<file path="src/rtl/mult_err_pkg.sv">
// Shared defaults and FSM encoding for the approximate-multiplier error statistics block.
package mult_err_pkg;

    localparam int W_DEF  = 16;
    localparam int CW_DEF = 33;
    localparam int SW_DEF = 64;

    typedef enum logic [1:0] {
        ST_IDLE  = 2'd0,
        ST_RUN   = 2'd1,
        ST_DRAIN = 2'd2,
        ST_DONE  = 2'd3
    } state_t;

endpackage

</file>
<file path="src/rtl/mult_err_dist.sv">
// Exact unsigned product of a and b, and its absolute distance from the approximate product y.
module mult_err_dist #(
    parameter int W = 16
) (
    input  logic [W-1:0]   a,
    input  logic [W-1:0]   b,
    input  logic [2*W-1:0] y,
    output logic [2*W-1:0] ed,
    output logic           mismatch
);

    logic [2*W-1:0] exact;

    assign exact    = (2*W)'(a) * (2*W)'(b);
    assign ed       = (exact >= y) ? (exact - y) : (y - exact);
    assign mismatch = (ed != '0);

endmodule

</file>
<file path="src/rtl/mult_err_stats.sv">
// Error statistics collector for an approximate multiplier: a three-step
// pipeline (capture, distance, accumulate) driven by an IDLE/RUN/DRAIN/DONE FSM.
module mult_err_stats
    import mult_err_pkg::*;
#(
    parameter int W  = W_DEF,
    parameter int CW = CW_DEF,
    parameter int SW = SW_DEF
) (
    input  logic            clk,
    input  logic            rst,
    input  logic            start,
    input  logic            in_valid,
    output logic            in_ready,
    input  logic [W-1:0]    a,
    input  logic [W-1:0]    b,
    input  logic [2*W-1:0]  y,
    input  logic            in_last,
    output logic            busy,
    output logic            done,
    output logic [CW-1:0]   sample_cnt,
    output logic [CW-1:0]   err_cnt,
    output logic [SW-1:0]   sum_ed,
    output logic [2*W-1:0]  max_ed,
    output logic [W-1:0]    max_a,
    output logic [W-1:0]    max_b
);

    state_t         state_q, state_d;

    logic           v0_q, v0_d;
    logic [W-1:0]   a0_q, a0_d, b0_q, b0_d;
    logic [2*W-1:0] y0_q, y0_d;

    logic           v1_q, v1_d;
    logic           mis1_q, mis1_d;
    logic [2*W-1:0] ed1_q, ed1_d;
    logic [W-1:0]   a1_q, a1_d, b1_q, b1_d;

    logic [CW-1:0]  sample_cnt_q, sample_cnt_d;
    logic [CW-1:0]  err_cnt_q, err_cnt_d;
    logic [SW-1:0]  sum_q, sum_d;
    logic [2*W-1:0] max_ed_q, max_ed_d;
    logic [W-1:0]   max_a_q, max_a_d, max_b_q, max_b_d;

    logic [2*W-1:0] ed0;
    logic           mis0;
    logic           accept;
    logic           clear;
    logic [SW:0]    sum_ext;

    mult_err_dist #(.W(W)) u_dist (
        .a        (a0_q),
        .b        (b0_q),
        .y        (y0_q),
        .ed       (ed0),
        .mismatch (mis0)
    );

    assign accept = in_valid && (state_q == ST_RUN);
    assign clear  = start && ((state_q == ST_IDLE) || (state_q == ST_DONE));

    always_comb begin
        state_d      = state_q;
        v0_d         = accept;
        a0_d         = a0_q;
        b0_d         = b0_q;
        y0_d         = y0_q;
        v1_d         = v0_q;
        mis1_d       = mis1_q;
        ed1_d        = ed1_q;
        a1_d         = a1_q;
        b1_d         = b1_q;
        sample_cnt_d = sample_cnt_q;
        err_cnt_d    = err_cnt_q;
        sum_d        = sum_q;
        max_ed_d     = max_ed_q;
        max_a_d      = max_a_q;
        max_b_d      = max_b_q;
        sum_ext      = {1'b0, sum_q} + (SW+1)'(ed1_q);

        case (state_q)
            ST_IDLE:  if (start) state_d = ST_RUN;
            ST_RUN:   if (accept && in_last) state_d = ST_DRAIN;
            ST_DRAIN: if (!v0_q && !v1_q) state_d = ST_DONE;
            ST_DONE:  if (start) state_d = ST_RUN;
            default:  state_d = ST_IDLE;
        endcase

        if (accept) begin
            a0_d = a;
            b0_d = b;
            y0_d = y;
        end

        if (v0_q) begin
            ed1_d  = ed0;
            mis1_d = mis0;
            a1_d   = a0_q;
            b1_d   = b0_q;
        end

        if (clear) begin
            sample_cnt_d = '0;
            err_cnt_d    = '0;
            sum_d        = '0;
            max_ed_d     = '0;
            max_a_d      = '0;
            max_b_d      = '0;
        end else if (v1_q) begin
            // All counters stick at all-ones instead of wrapping.
            if (!(&sample_cnt_q)) sample_cnt_d = sample_cnt_q + CW'(1);
            if (mis1_q && !(&err_cnt_q)) err_cnt_d = err_cnt_q + CW'(1);
            sum_d = sum_ext[SW] ? '1 : sum_ext[SW-1:0];
            if (ed1_q > max_ed_q) begin
                max_ed_d = ed1_q;
                max_a_d  = a1_q;
                max_b_d  = b1_q;
            end
        end
    end

    always_ff @(posedge clk or posedge rst) begin
        if (rst) begin
            state_q      <= ST_IDLE;
            v0_q         <= 1'b0;
            a0_q         <= '0;
            b0_q         <= '0;
            y0_q         <= '0;
            v1_q         <= 1'b0;
            mis1_q       <= 1'b0;
            ed1_q        <= '0;
            a1_q         <= '0;
            b1_q         <= '0;
            sample_cnt_q <= '0;
            err_cnt_q    <= '0;
            sum_q        <= '0;
            max_ed_q     <= '0;
            max_a_q      <= '0;
            max_b_q      <= '0;
        end else begin
            state_q      <= state_d;
            v0_q         <= v0_d;
            a0_q         <= a0_d;
            b0_q         <= b0_d;
            y0_q         <= y0_d;
            v1_q         <= v1_d;
            mis1_q       <= mis1_d;
            ed1_q        <= ed1_d;
            a1_q         <= a1_d;
            b1_q         <= b1_d;
            sample_cnt_q <= sample_cnt_d;
            err_cnt_q    <= err_cnt_d;
            sum_q        <= sum_d;
            max_ed_q     <= max_ed_d;
            max_a_q      <= max_a_d;
            max_b_q      <= max_b_d;
        end
    end

    assign in_ready   = (state_q == ST_RUN);
    assign busy       = (state_q == ST_RUN) || (state_q == ST_DRAIN);
    assign done       = (state_q == ST_DONE);
    assign sample_cnt = sample_cnt_q;
    assign err_cnt    = err_cnt_q;
    assign sum_ed     = sum_q;
    assign max_ed     = max_ed_q;
    assign max_a      = max_a_q;
    assign max_b      = max_b_q;

endmodule

</file>
<file path="config.mk">
export PLATFORM = sky130hd
export DESIGN_NAME = mult_err_stats
export DESIGN_NICKNAME = d
export VERILOG_FILES = /design/src/rtl/mult_err_pkg.sv /design/src/rtl/mult_err_dist.sv /design/src/rtl/mult_err_stats.sv
export SDC_FILE = /design/constraint.sdc
export NUM_CORES = 2
export LEC_CHECK = 0
export CAP_MARGIN = 20
export CORE_ASPECT_RATIO = 1.5
export CORE_MARGIN = 5
export CORE_UTILIZATION = 40
export CTS_CLUSTER_DIAMETER = 200
export DETAILED_ROUTE_END_ITERATION = 6
export HOLD_SLACK_MARGIN = 0.15
export PLACE_DENSITY_LB_ADDON = 0.08
export SYNTH_ARGS = -nofsm -noshare
export SYNTH_HDL_FRONTEND = slang
export SYNTH_SLANG_ARGS = --single-unit
</file>
<file path="constraint.sdc">
create_clock -name clk -period 23.9 [get_ports clk]
set_input_delay 2.39 -clock clk [delete_from_list [all_inputs] [get_ports clk]]
set_output_delay 2.39 -clock clk [all_outputs]
set_load 0.05 [all_outputs]
</file>
After elaboration in Yosys (flattened, before gate mapping)
Index checks and enable logic that the tools add are counted.
{ "totals": {"reg_bits": 327, "inputBits": 69, "output_inout_bits": 197, "elab_cells": 76} }
{ "op_classes": {"n_addsub": 5, "mul": 1, "n_lt_le_gt_ge": 2, "n_eq_ne": 7, "n_mux": 23, "reduce_logical": 22} }
{ "op_table": {"columns": ["op", "n"], "rows": [
  ["2-to-1 mux 33 bit", 6],
  ["2-to-1 mux 64 bit", 3],
  ["2-to-1 mux 32 bit", 4],
  ["2-to-1 mux 16 bit", 6],
  ["adder 33 x 1 -> 33 bit (second input constant)", 2],
  ["AND reduction 33 bit", 2],
  ["adder 64 x 32 -> 65 bit", 1],
  ["subtractor 32 bit", 2],
  [">= comparator 32 bit", 1],
  ["greater-than comparator 32 bit", 1],
  ["multiplier 16 x 16 -> 32 bit", 1],
  ["nonzero test 32 bit", 1],
  ["2-to-1 mux 2 bit", 3],
  ["case mux 2 bit (3 select lines)", 1],
  ["AND reduction 2 bit", 3],
  ["nonzero test 2 bit", 3],
  ["logical AND 1 bit", 5],
  ["== test 2 bit (second input constant)", 2],
  ["!= test 2 x 1 -> 1 bit (second input constant)", 2],
  ["!= test 2 bit (second input constant)", 2],
  ["logical NOT 1 bit", 3],
  ["AND reduction 3 bit", 1],
  ["== test 2 x 1 -> 1 bit (second input constant)", 1],
  ["logical NOT 2 bit", 1],
  ["2 further kinds", 3]
]} }

Logic depth before layout (Yosys ltp)
{ "logic_depth": {"depth_word": 6, "mapped_depth": 42, "mapped_depth_nobuf": 39} }

Modules after synthesis
A second synthesis with hierarchy kept.
{ "unflattened": {"cells_unflattened": 3128, "area_unflattened_um2": 28800.1} }
{ "modules_own_cells": {"columns": ["mod", "n_inst", "cells_per_inst", "area_each_um2", "seq_area_each_um2"], "rows": [
  ["mult_err_stats", 1, 1626, 16727.3, 8182.8],
  ["mult_err_dist", 1, 1502, 12072.8, 0.0]
]} }

Worst setup path after synthesis
Ideal clock, no wire load.
{ "synth_timing": {"path_kind": "reg-to-reg", "startpoint": "reg b0_q[9]", "endpoint": "reg mis1_q", "setup_ns": 0.131, "arrival_ns": 9.020, "t_required_ns": 23.769, "slack_ns": 14.749, "stages_incl_launch_ff": 41, "n_path_buf": 3, "period_less_slack_ns": 9.151, "path_cell_list": "dfrtp_1 -> clkbuf_1 -> clkbuf_1 -> nand2_1 -> fa_1 -> inv_1 -> fa_1 -> inv_1 -> fa_1 -> inv_1 -> fa_1 -> fa_1 -> inv_1 -> fa_1 -> inv_1 -> ha_1 -> a21o_1 -> a21o_1 -> [... 5 more ...] -> a21oi_1 -> o21a_1 -> nor2_1 -> xnor2_1 -> ha_1 -> buf_2 -> nand4_1 -> nor3_1 -> and2_1 -> nand2_1 -> o21a_2 -> nor2_2 -> o21ai_0 -> or3_4 -> a2111oi_2 -> nand4_1 -> nor4_1 -> a31oi_1"} }
{ "synth_via": {"elab_chain_len": 4, "word_cells_on_any_way": 6, "classes_between": "2 x add/sub; 1 x mul; 1 x order compare; 1 x mux; 1 x reduce/logical"} }
{ "synth_rtl": {"columns": ["item", "line_no", "source"], "rows": [
  ["start: declaration", "mult_err_stats.sv:32", "logic [W-1:0] a0_q, a0_d, b0_q, b0_d;"],
  ["start signal: assignment", "mult_err_stats.sv:128", "b0_q <= '0;"],
  ["start signal: assignment", "mult_err_stats.sv:145", "b0_q <= b0_d;"],
  ["multiplier 16 x 16 -> 32 bit *", "mult_err_dist.sv:14", "assign exact = (2*W)'(a) * (2*W)'(b);"],
  ["subtractor 32 bit / >= comparator 32 bit (equally long branches)", "mult_err_dist.sv:15", "assign ed = (exact >= y) ? (exact - y) : (y - exact);"],
  ["2-to-1 mux 32 bit *", "mult_err_dist.sv:15", null],
  ["nonzero test 32 bit *", "mult_err_dist.sv:16", "assign mismatch = (ed != '0);"],
  ["end signal: assignment", "mult_err_stats.sv:148", "mis1_q <= mis1_d;"],
  ["end: declaration", "mult_err_stats.sv:36", "logic mis1_q, mis1_d;"]
]} }
Mark *: on every way between the ends. The rest lies on a longest branch, timed or not.
A chain may end at the register's enable or synchronous reset.

Worst setup path after layout
{ "layout_timing": {"startpoint": "reg a0_q[9]", "endpoint": "reg mis1_q"} }
{ "layout_via": {"elab_chain_len": 4, "word_cells_on_any_way": 6, "classes_between": "2 x add/sub; 1 x mul; 1 x order compare; 1 x mux; 1 x reduce/logical"} }
{ "layout_rtl": {"columns": ["item", "line_no", "source"], "rows": [
  ["start: declaration", "mult_err_stats.sv:32", null],
  ["start signal: assignment", "mult_err_stats.sv:127", "a0_q <= '0;"],
  ["start signal: assignment", "mult_err_stats.sv:144", "a0_q <= a0_d;"],
  ["multiplier 16 x 16 -> 32 bit *", "mult_err_dist.sv:14", null],
  ["subtractor 32 bit / >= comparator 32 bit (equally long branches)", "mult_err_dist.sv:15", null],
  ["2-to-1 mux 32 bit *", "mult_err_dist.sv:15", null],
  ["nonzero test 32 bit *", "mult_err_dist.sv:16", null]
]} }
Marked as above.

==> metrics <==
status finished, final reports clean; global-route wire length before repair 140600 um; Total Neg Setup Slack 0 ps; HPWL after DPL 71070 um; RSZ-0062 raised after global routing no; IO Port Bufs 265; critical path type reg2reg; Buf/Inv on CP 5; Pre-Repair DR Iteration Count 5; # IOs 266; Reg2Reg Setup Slack 13060 ps; number of flops mapped to enable cells by yosys 0; slew at the pin closest to its max-slew limit 1133 ps; Initial Util 40.17%; drt first-iter violations 1286; synthesized area 28110 um^2; post-synthesis mux area share 3.490%; CP required 24340 ps; post-synthesis register bit count 327; initial antenna violation count 0; routed via count 23.15k; Vias/cell 5.403; Final Util 47.05%; Clock Sinks 327; Worst EP arrival 11290 ps; postcts setup bufs 0; slowest stage delay, CP 660 ps; top_reg_cell synth dfrtp_1; DR WL/cell 20.93 um; drc violations 0; Total GRT Usage 23.55%; Simple-Gate Fraction of Synth Area 17.39%; post-route ant nets 0; Core Rows 119; CTS H-tree lvls 2; Largest delay share family, worst path adder cells; clk_skew 21.78 ps; largest net degree at the start of global routing 107; WHS 496.6 ps; Skew-Pair Late Insertion Delay 570 ps; vias in the first global route 23.84k; nets@finish 3854; crit share post-route 45.37%; routability cong. 0.9241; layout cells sized above 1 5.774%; die area 75780 um^2; Hold Crit Class reg2reg; CTS max path bufs 3; fill count 6860; max-slew violation total from the final report 0; final hold vios 0; Post-synth ARST share 100.0%; global route overflow 0; Inserted Clock Buffers 38; Max FO, Critical Path 18; post-synthesis xor/xnor area fraction 3.832%; TritonCTS clock tree built; Synth cell types 73; # setup viols final 0; post-synthesis adder-cell area fraction 24.67%; main combinational cell family by area after synthesis adder cells; Die Ht 334.7 um; CTS root buffer clkbuf_16; Synth Area in Compound Gates 14.44%; die span in x 226.4 um; drt total wl 89680 um; core area 69980 um^2; Post-Syn Nets 3674; max-cap viol count 0; sequential fraction of the synthesis area 29.11%; area delta synth->final 17.12%; CP endpoint kind flop; Clock Pin Slew Worst Setup and Hold Paths 70 ps; Post-Syn Instances 3169; relative slew slack 24.47%; Slowest cell on crit path dfrtp_1; startpoint types flop; Post-CTS Resized 0; Post-CTS Hold Fix Bufs 0; Syn Area/Cell 8.870 um^2; Synthesis Warnings 0; most used cell, CP fa_1; min Tclk post-route 10840 ps; fmax 0.09221 GHz
[cells in the mapped netlist, types with 11 or more instances]
cell type  number  area share, %
o211ai_1       23           0.61
xnor2_1        48            1.5
and2_1        141            3.1
a211oi_1       20           0.53
xor2_1         75            2.3
o21bai_1       17           0.45
a21o_1         70            1.9
or3_1          19           0.42
o21a_1         21           0.56
nor2_1        159            2.1
nand3_1       124            2.2
o22ai_1        13           0.29
and3_1         26           0.58
nand2_1       373            5.0
nand2b_1       28           0.62
a31oi_1        40           0.89
buf_2          11           0.20
mux2i_1        17           0.61
nor2b_1        25           0.56
mux2_2         72            2.9
dfrtp_1       327             29
nor3_1         40           0.71
a21oi_1       143            2.5
o21ai_0       224            4.0
ha_1          239             11
nand4_1        39           0.87
nor4_1         12           0.27
inv_1         372            5.0
fa_1          197             14
clkbuf_1      130            1.7
[worst reg2reg max path, delay by kind of cell (launching register included)]
kind	cells	cell delay, ps
fa+ha+maj	8	3930
flops	1	660
xor+xnor	1	90
simple gates	9	2380
compound gates	13	3090
buf+inv	5	560
[layout by cell type, fill, tap and decap left out, types with 140 or more instances in the layout]
cell and instances:
nand2_1 372, fa_1 197, a21oi_1 143, ha_1 239
inv_1 370, dfrtp_1 325, nor2_1 159, and2_1 140
clkdlybuf4s50_1 265, o21ai_0 223
[cell type report]
| type | count | area, um^2 | share of cell area [%] |
|---|---|---|---|
| Multi-Input combinational cell | 2319 | 17970 | 54.59 |
| Tap cell | 907 | 1135 | 3.447 |
| Clock inverter | 17 | 246.5 | 0.7487 |
| Inverter | 372 | 1404 | 4.264 |
| Antenna cell | 1 | 2.502 | 0.007601 |
| Sequential cell | 327 | 8185 | 24.86 |
| Timing Repair Buffer | 291 | 2885 | 8.764 |
| Clock buffer | 51 | 1091 | 3.314 |
[sequential cells by signal, summed over array words and instances (netlist names), 2 cells and up]
signal      cells
err_cnt        33
max_a          16
max_ed         32
sample_cnt     33
ed1_q          32
a1_q           16
state_q         2
y0_q           32
max_b          16
b1_q           16
b0_q           16
sum_ed         64
a0_q           16
[path summary, 6_finish.rpt]
| check | start | to | depth (start not counted) |
|---|---|---|---|
| max | a0_q[9]$_DFFE_PP0P_ | mis1_q$_DFFE_PP0P_ | 36 |
| max reg2reg | a0_q[9]$_DFFE_PP0P_ | mis1_q$_DFFE_PP0P_ | 36 |
| min reg2reg | max_a[12]$_DFFE_PP0P_ | max_a[12]$_DFFE_PP0P_ | 2 |
| min in group asynchronous | rst | max_ed[16]$_DFFE_PP0P_ | 2 |
| max in group asynchronous | rst | err_cnt[27]$_DFFE_PP0P_ | 5 |
| min | max_a[12]$_DFFE_PP0P_ | max_a[12]$_DFFE_PP0P_ | 2 |
[stage by stage]
stage / setup WS (ps) / instance area, um^2 / cells
floorplan: 12460 / 28110 / 3169
finish: 13060 / 32920 / 4285
global placement: 13040 / 31520 / 4213
CTS: 13040 / 32890 / 4283
global route: 12250 / 32920 / 4284
detailed placement: 13080 / 31560 / 4215
[per-layer routing]
metal | share of wire, % | track usage [%]
met1 | 41 | 29.58
met2 | 51 | 41.91
met3 | 3.9 | 2.627
met4 | 3.8 | 8.208
met5 | 0 | 0
[kinds of logic (layout without fill, tap and decap cells)]
family                     Yosys count  in the layout
muxes                               89             89
and+or+nand+nor                   1018           1018
xor gates and xnor gates           123            123
AOI/OAI and AO/OA                  653            653
other                                0              1
adders and majority gates          436            436
buffers and inverters              523            731
DFF                                327            327
Power is left out: the tool's default activity adds up to more than one toggle a clock period on the data nets, which glitch-free logic cannot reach.
